File: src/rtl/detector_sequencia_param.sv
// detector_sequencia_param: serial N-bit pattern detector with run-time pattern,
// overlapping/non-overlapping mode and a registered one-cycle match pulse Z.
// Optional saturating match counter Cnt is built when DETSEQ_COUNT_EN is defined.
module detector_sequencia_param #(
    parameter int N     = 3,
    parameter int CNT_W = 8
) (
    input  logic         Clk,
    input  logic         Rst,
    input  logic         En,
    input  logic         Y,
    input  logic [N-1:0] Padrao,
    input  logic         Overlap,
    output logic         Z
`ifdef DETSEQ_COUNT_EN
    ,
    output logic [CNT_W-1:0] Cnt
`endif
);

    localparam int FW = $clog2(N + 1);
    localparam logic [FW-1:0] F_FULL = FW'(N);

    // Empty block exists only when the parameters are out of their legal range,
    // making the violation visible in the elaborated hierarchy.
    if (N < 1 || N > 16 || CNT_W < 1) begin : g_param_range_violation
    end

    logic [N-1:0]  h_q, h_d;
    logic [N-1:0]  h_shift;
    logic [FW-1:0] f_q, f_d;
    logic [FW-1:0] f_inc;
    logic          z_q, z_d;
    logic          match;

    // History shift: newest bit enters at bit 0; N=1 has nothing to shift.
    if (N == 1) begin : g_hist_n1
        always_comb begin
            h_shift = Y;
        end
    end else begin : g_hist_nx
        always_comb begin
            h_shift = {h_q[N-2:0], Y};
        end
    end

    // Next-state logic: fill guard, match detection and overlap handling.
    always_comb begin
        h_d   = h_q;
        f_d   = f_q;
        z_d   = 1'b0;
        f_inc = (f_q == F_FULL) ? F_FULL : f_q + 1'b1;
        match = 1'b0;
        if (En) begin
            match = (f_inc == F_FULL) && (h_shift == Padrao);
            h_d   = h_shift;
            z_d   = match;
            if (!match) begin
                f_d = f_inc;
            end else if (Overlap) begin
                f_d = F_FULL;
            end else begin
                // Non-overlap restarts the fill; H keeps shifting but is
                // ignored until N fresh bits have been accepted.
                f_d = '0;
            end
        end
    end

    // State registers with synchronous reset taking priority over En.
    always_ff @(posedge Clk) begin
        if (Rst) begin
            h_q <= '0;
            f_q <= '0;
            z_q <= 1'b0;
        end else begin
            h_q <= h_d;
            f_q <= f_d;
            z_q <= z_d;
        end
    end

    assign Z = z_q;

`ifdef DETSEQ_COUNT_EN
    logic [CNT_W-1:0] cnt_q, cnt_d;

    // Saturating match counter; never wraps.
    always_comb begin
        cnt_d = cnt_q;
        if (match && (cnt_q != '1)) begin
            cnt_d = cnt_q + 1'b1;
        end
    end

    // Counter register, cleared only by reset.
    always_ff @(posedge Clk) begin
        if (Rst) begin
            cnt_q <= '0;
        end else begin
            cnt_q <= cnt_d;
        end
    end

    assign Cnt = cnt_q;
`endif

endmodule
File: config.mk
export PLATFORM = sky130hd
export DESIGN_NAME = detector_sequencia_param
export DESIGN_NICKNAME = d
export VERILOG_FILES = /design/src/rtl/detector_sequencia_param.sv
export SDC_FILE = /design/constraint.sdc
export NUM_CORES = 1
export LEC_CHECK = 0
export BUFFER_PORTS_ARGS = -buffer_cell sky130_fd_sc_hd__buf_2
export CAP_MARGIN = 20
export CORE_AREA = 2 2 39 41
export DETAILED_ROUTE_END_ITERATION = 8
export DIE_AREA = 0 0 41 43
export PLACE_DENSITY = 0.41
export SYNTH_ARGS = -nofsm -noshare
export SYNTH_HDL_FRONTEND = slang
export SYNTH_SLANG_ARGS = --single-unit
File: constraint.sdc
create_clock -name Clk -period 1.1 [get_ports Clk]
set_clock_uncertainty 0.1 [all_clocks]
set_input_delay 0.22 -clock Clk [delete_from_list [all_inputs] [get_ports Clk]]
set_output_delay 0.22 -clock Clk [all_outputs]
set_load 0.02 [all_outputs]
=== Word level (Yosys, flattened, before mapping) ===
Cells that the tools add are included.

* Add/subtract/negate cells: 1
* Multipliers: 0
* Div/mod/pow operators: 0
* $lt $le $gt $ge: 0
* Equality and inequality tests: 3
* Shifts and indexed selects: 0
* Multiplexer cells: 3
* Bitwise logic cells: 1
* Reduce and logical (&&, ||, !) cells: 2

{| class="wikitable"
|+ Operators with widths
! cell !! count
|-
| $mux W2 || 3
|-
| $eq A2 B2 Y1 const B || 2
|-
| $eq A3 B3 Y1 || 1
|-
| $add A2 B1 Y2 const B || 1
|-
| $reduce_or A2 Y1 || 1
|-
| $logic_and A1 B1 Y1 || 1
|-
| $not A1 Y1 || 1
|}

* Register bits: 5
* Bits in latches: 0
* Memory bits (writable): 0
* Memory bits (read-only): 0
* Memories: 0

=== Logic depth before layout (Yosys ltp) ===
Gate-level depths: netlist (run 1).

* Word-level depth: 5
* Depth in mapped cells: 4
* Gate-level depth less buffers: 3

=== Worst setup path before layout (run 1) ===
No wires, ideal clock.

* Path kind: reg2reg
* Start point: reg h_q[1]
* End point: reg f_q[0]
* Setup time: 0.129 ns
* Arrival time: 0.870 ns
* Setup slack: 0.002 ns
* Cell stages (with the launch flop): 4
* Period minus slack after synthesis: 1.098 ns
* Path through: dfxtp_1 xor2_1 nor4b_2 nor4_2

* Longest elaborated chain between the ends: 3

{| class="wikitable"
|+ Ends and longest elaborated chain
! element !! RTL line !! text
|-
| start: declaration || 29 || <nowiki>logic [N-1:0] h_q, h_d;</nowiki>
|-
| start signal: assignment || 73 || <nowiki>h_q <= '0;</nowiki>
|-
| start signal: assignment || 77 || <nowiki>h_q <= h_d;</nowiki>
|-
| $eq A3 B3 Y1 || 55 || <nowiki>match = (f_inc == F_FULL) && (h_shift == Padrao);</nowiki>
|-
| $logic_and A1 B1 Y1 || 55 ||
|-
| $mux W2 || 58 || <nowiki>if (!match) begin</nowiki>
|-
| end signal: assignment || 74 || <nowiki>f_q <= '0;</nowiki>
|-
| end signal: assignment || 78 || <nowiki>f_q <= f_d;</nowiki>
|-
| end: declaration || 31 || <nowiki>logic [FW-1:0] f_q, f_d;</nowiki>
|}

Every way passes these cells.
A chain may end at the register's enable or synchronous reset.

=== Final worst setup path (run 1) ===
* Start point: reg h_q[0]
* End point: reg f_q[1]

Same word-level chain as after synthesis.

==> metrics.md, run 1 <==
| Metric | Value |
|---|---|
| Final ANT Viol Nets | 0 |
| Rel. slew slack | 82.75% |
| CTS tree | yes |
| Finished Cell Area | 365.4 um2 |
| Synth Register Bits | 5 |
| CP top delay family | simple AND/OR/NAND/NOR gates |
| CTS clk-pin slew, worst paths | 0.04 ns |
| Lkg Pwr | 0.1599 nW |
| Via count | 208 |
| Dpl cell area | 304.0 um2 |
| Crit path to | f_q[1] |
| Hold slack | 0.1068 ns |
| Layout cells sized above 1 | 57.89% |
| WP data arrival | 1.11 ns |
| DRT iter0 DRCs | 6 |
| Starting density of the core | 16.55% |
| CP Class | flip-flop to flip-flop |
| Worst Tran Pin Value | 0.2577 ns |
| Post-layout util | 26.40% |
| Reg2reg start | h_q[0] |
| Critical path launch point type | flip-flop |
| DRC | 0 |
| Avg Synthesized Cell Area | 9.955 um2 |
| Chip width | 41 um |
| Grt ovf | 0 |
| Footprint of the multi-input gates | 145.1 um2 |
| Drt first pass iters | 2 |
| Synth top area cells | dfxtp_1, mux2i_1, xor2_1, nor2_1, nor4b_2 |
| Vias in the first global route | 234 |
| Inserted Clock Buffers | 3 |
| PwrDens | 1336 nW/um2 |
| Synth warn | 0 |
| Yosys top cell area share | 43.72% |
| Min Tclk post-route | 1.088 ns |
| Outcome | finished clean |
| Synth cell types | 14 |
| Core area | 1384 um2 |
| Final period utilization | 98.95% |
| Most common cell after layout, fill and taps aside | buf_2 |
| Total nets after synthesis | 31 |
| Worst path depth | 3 |
| First-pass GRT wire length | 917 um |
| Final net count | 47 |
| Hold path depth | 2 |
| I/O Buffers | 8 |
| Reg2reg setup slack | 0.01 ns |
| Syn Std Cell Area | 229.0 um2 |
| Drt wl/cell | 9.519 um |
| Fillcell total | 161 |
| Reg2Reg Depth | 3 |
| Commonest cells after routing, fill and taps aside | buf_2, nor2_1, buf_4 |
| Die Ht | 43 um |
| VDD IR max | 0.0005054 V |
| Crit end category | flip-flop |
| Full die area | 1763 um2 |
| Max Cap Viol | 0 |
| Slowest cell on crit path | dfxtp_2 |
| Final hold violations | 0 |
| Vias/cell | 3.852 |
| Initial antenna violation count | 0 |
| Critical Path RT | 1.12 ns |
| Placer Congestion | 0.6635 |
| CP Max Fanout | 3 |
| CTS Root Cell | clkbuf_4 |
| Register area | 103.9 um2 |
| Worst r2r dst | f_q[1] |
| Top-Level Pins | 9 |
| Worst Hold Class | input pin to flip-flop |
| H-tree levels | 1 |
| Sequential fraction of the synthesis area | 43.72% |
| Fmax | 918.7 MHz |
| GRT Util Overall | 8.569% |
| Critical-path cell list | xor2_2, nor4b_4, nor3_1 |
| Rows | 14 |
| Synth area leader | dfxtp_1 |
| Clock Latency Late Sink | 0.24 ns |
| Ant diodes | 0 |
| Max stage delay on crit path | 0.33 ns |
| Clk buf depth | 2 |
| Cells after synthesis | 23 |
| Num Clock Sinks | 5 |
| Final setup fails | 0 |
| P&R area growth vs syn | 59.56% |
| Worst path bufs/invs | 0 |
| Final wirelength | 514 um |
| Pin count of the biggest net entering global routing | 7 |
| Crit path from | h_q[0] |
| RSZ-0062 raised after global routing | true |
| Max-slew violations | 0 |
-- registers in the layout, summed over array words and instances (netlist names) --
signal,cells
h_q,2
f_q,2
Z,1
-- through the flow --
stage	instances	TNS [ns]	setup slack, ns	power, mW
final	54	0	0.01150	0.4883
after global routing	54	-0.05081	-0.03494	0.5260
after CTS	53	0	0.002660	0.4959
after detailed placement	49	-0.2060	-0.1040	0.2624
after global placement	49	-0.1020	-0.05322	0.2607
after floorplan	23	0	0.001786	0.2345
-- layer usage --
metal | part of all wire (%) | up-vias | track usage (%)
met1 | 42 | 88 | 9.121
li1 | - | 107 | -
met3 | 8.4 | 4 | 2.094
met5 | 0 | - | 0
met4 | 5.6 | 0 | 12.00
met2 | 44 | 9 | 10.94
-- where the power goes --
group,internal (mW),total (mW),switching [mW]
clock network,0.137,0.214,0.0770
logic,0.0408,0.0743,0.0335
registers,0.193,0.200,0.00723
total,0.371,0.488,0.118
-- final cells by class --
cell class | count | area share [%]
multi-input combinational | 17 | 39.73
sequential | 5 | 28.42
timing repair buffer | 12 | 19.18
clock buffer | 4 | 7.192
tap | 16 | 5.479
-- how the worst min path moves through the flow --
stage,start,end,slack (ns)
after detailed placement,Rst,f_q[0],0.37
after CTS,Rst,h_q[1],0.10
after global routing,Rst,h_q[1],0.11
after floorplan,Rst,f_q[0],0.19
final,Rst,h_q[1],0.11
after global placement,Rst,h_q[1],0.36
-- cell usage after synthesis (all sizes together) --
master  count
a21oi       1
buf         1
dfxtp       5
mux2i       2
nand2       1
nand3       1
nand3b      1
nor2        4
nor3        1
nor4        2
nor4b       1
xnor2       1
xor2        2
-- kinds of logic (layout without fill, tap and decap cells) --
logic type	Yosys count	in the layout	share of synthesized area, %
compound gates	1	1	2.184
xor+xnor	3	3	11.48
buf+inv	1	16	3.280
flops	5	5	43.72
mux	2	2	8.744
simple gates	11	11	30.59
-- worst register-to-register path, stage by stage (launching register included) --
cell     delay (ns)
dfxtp_2        0.33
xor2_2         0.19
nor4b_4        0.27
nor3_1         0.07
-- timing repair --
action,4_1_cts,5_1_grt
buffers inserted,0,1
endpoints found under the setup margin,2,2
resized for setup,6,0
pin swaps,5,0
hold buffers,0,0
Power figures use the tool's default switching activity.
==> run 2, diff against run 1 <==
Settings changed: PLACE_DENSITY 0.41 to 0.4, TNS_END_PERCENT set to 100.
Clock period 1.1 ns to 1.05 ns, I/O delays scaled along.
==> run 2 against run 1 <==
The flow now finishes with violations (negative setup slack). Flip-flop and latch count unchanged. Critical path depth unchanged. Combinational power hardly changed. Total power up 2.7%. First-iteration DRC count shrank 33%. Maximum frequency fell by 1.5%. Worst hold slack improved by 0.0013 ns. Clock-buffer cell count stayed put. Wire length is 7.6% lower. Critical path type unchanged. Critical endpoint unchanged.
==> metrics.md, run 2 (synthesized netlist as in run 1, its figures left out) <==
| Metric | Value |
|---|---|
| Outcome | complete, but fails checks |
| Failing checks | negative setup slack |
| Post-route non-filler standard cell count | 53 (-1.9%) |
| Commonest cells after routing, fill and taps aside | buf_2, nor2_1, dfxtp_1, clkbuf_4, buf_4 |
| P&R area growth vs syn | 55.74% |
| Worst Tran Pin Value | 0.2755 ns (+0.01779 ns) |
| PwrDens | 1407 nW/um2 (+5.2%) |
| CTS clk-pin slew, worst paths | 0.04 ns (about the same) |
| First-pass GRT wire length | 841 um (-8.3%) |
| Final ANT Viol Nets | 0 (unchanged) |
| Clk buf depth | 2 (unchanged) |
| VDD IR max | 0.0005832 V (+15%) |
| Inserted Clock Buffers | 3 (unchanged) |
| Pin count of the biggest net entering global routing | 7 (unchanged) |
| Register area | 102.6 um2 (-1.2%) |
| Worst Hold Class | input pin to flip-flop |
| Footprint of the multi-input gates | 145.1 um2 (unchanged) |
| Placer Congestion | 0.6340 (-4.4%) |
| RSZ-0062 raised after global routing | true |
| Vias/cell | 3.943 (+2.4%) |
| Fmax | 904.8 MHz (-1.5%) |
| Die Ht | 43 um (unchanged) |
| Post-layout util | 25.77% (-0.63 points) |
| Min Tclk post-route | 1.105 ns (+0.01672 ns) |
| Hold slack | 0.1081 ns (+0.001265 ns) |
| Num Clock Sinks | 5 (unchanged) |
| Max stage delay on crit path | 0.33 ns (about the same) |
| Core area | 1384 um2 (unchanged) |
| Grt ovf | 0 (unchanged) |
| Lkg Pwr | 0.1543 nW (-3.5%) |
| GRT Util Overall | 7.847% (-0.72 points) |
| WP data arrival | 1.12 ns (about the same) |
| Final period utilization | 105.3% (+6.3 points) |
| Ant diodes | 0 (unchanged) |
| Crit end category | flip-flop |
| DRT iter0 DRCs | 4 (-2) |
| CTS Root Cell | clkbuf_4 |
| Drt wl/cell | 8.962 um (-5.8%) |
| Top-Level Pins | 9 (unchanged) |
| Setup Fix Bufs, Post-CTS | 0 (unchanged) |
| Rel. slew slack | 81.47% (-1.3 points) |
| Via count | 209 (+0.48%) |
| Critical-path cell list | xor2_2, nor4b_4, nor3_1 |
| Rows | 14 (unchanged) |
| Clock Latency Late Sink | 0.24 ns (about the same) |
| Slowest cell on crit path | dfxtp_2 |
| Post-layout power | 0.5016 mW (+2.7%) |
| Final setup margin | -0.05522 ns (-0.06672 ns) |
| Final wirelength | 475 um (-7.6%) |
| Max Cap Viol | 0 (unchanged) |
| Critical Path RT | 1.07 ns (-0.05 ns) |
| Initial antenna violation count | 0 (unchanged) |
| Final hold violations | 0 (unchanged) |
| I/O Buffers | 8 (unchanged) |
| Max-slew violations | 0 (unchanged) |
| Most common cell after layout, fill and taps aside | buf_2 |
| Setup TNS | -0.09198 ns (-0.09198 ns) |
| Final setup fails | 2 (+2) |
| DRC | 0 (unchanged) |
| Critical path launch point type | flip-flop |
| Chip width | 41 um (unchanged) |
| Placed cells | 49 (unchanged) |
| Full die area | 1763 um2 (unchanged) |
| H-tree levels | 1 (unchanged) |
| Fillcell total | 151 (-6.2%) |
| Final net count | 46 (-2.1%) |
| CP Class | flip-flop to flip-flop |
| Layout cells sized above 1 | 54.05% (-3.8 points) |
| Drt first pass iters | 2 (unchanged) |
| Vias in the first global route | 209 (-11%) |
| Starting density of the core | 16.55% (unchanged) |
| CTS tree | yes |
| CP Max Fanout | 2 (-1) |
| CTS Hold Bufs | 0 (unchanged) |
-- run 2: report_power, final --
group          total (mW)  leakage (nW)  internal [mW]  switching (mW)
Combinational      0.0742        0.0974         0.0395          0.0347
Sequential          0.208        0.0419          0.201         0.00724
Clock               0.219        0.0150          0.143          0.0755
Total               0.502         0.154          0.384           0.117
-- run 2: critical path, delay by kind of cell (launching register included) --
| kind | cells | cell delay (ns) |
|---|---|---|
| XOR/XNOR | 1 | 0.16 |
| flip-flops | 1 | 0.33 |
| AND/OR/NAND/NOR | 2 | 0.39 |
-- run 2: metal layers --
metal	track usage [%]	up-vias	part of all wire, %
li1	-	105	-
met1	9.385	98	42
met2	8.750	6	54
met3	3.141	0	4.2
met4	10.00	0	0
met5	0	-	0
-- run 2: timing repair --
action	CTS	global route
endpoints found under the setup margin	2	3
pin swaps	0	4
resized for setup	2	2
cloned	0	0
-- run 2: layout make-up --
class / count / area share, %
multi-input combinational: 17 / 40.70
timing repair buffer: 11 / 17.54
sequential: 5 / 28.77
clock buffer: 4 / 7.368
tap: 16 / 5.614
-- run 2: worst paths after layout --
| kind | start | end | slack, ns | cells past startpoint |
|---|---|---|---|---|
| max | h_q[1] | f_q[1] | -0.06 | 3 |
| min | Rst | h_q[1] | 0.11 | 2 |
| max reg2reg | h_q[1] | f_q[1] | -0.06 | 3 |
| min reg2reg | h_q[1] | h_q[1] | 0.42 | 2 |
-- run 2: metrics by stage --
stage | worst slack [ns] | area, um2
floorplan | -0.01280 | 230.2
global placement | -0.08237 | 305.3
detailed placement | -0.09384 | 305.3
CTS | -0.07948 | 340.3
global route | -0.1086 | 356.6
finish | -0.05522 | 356.6
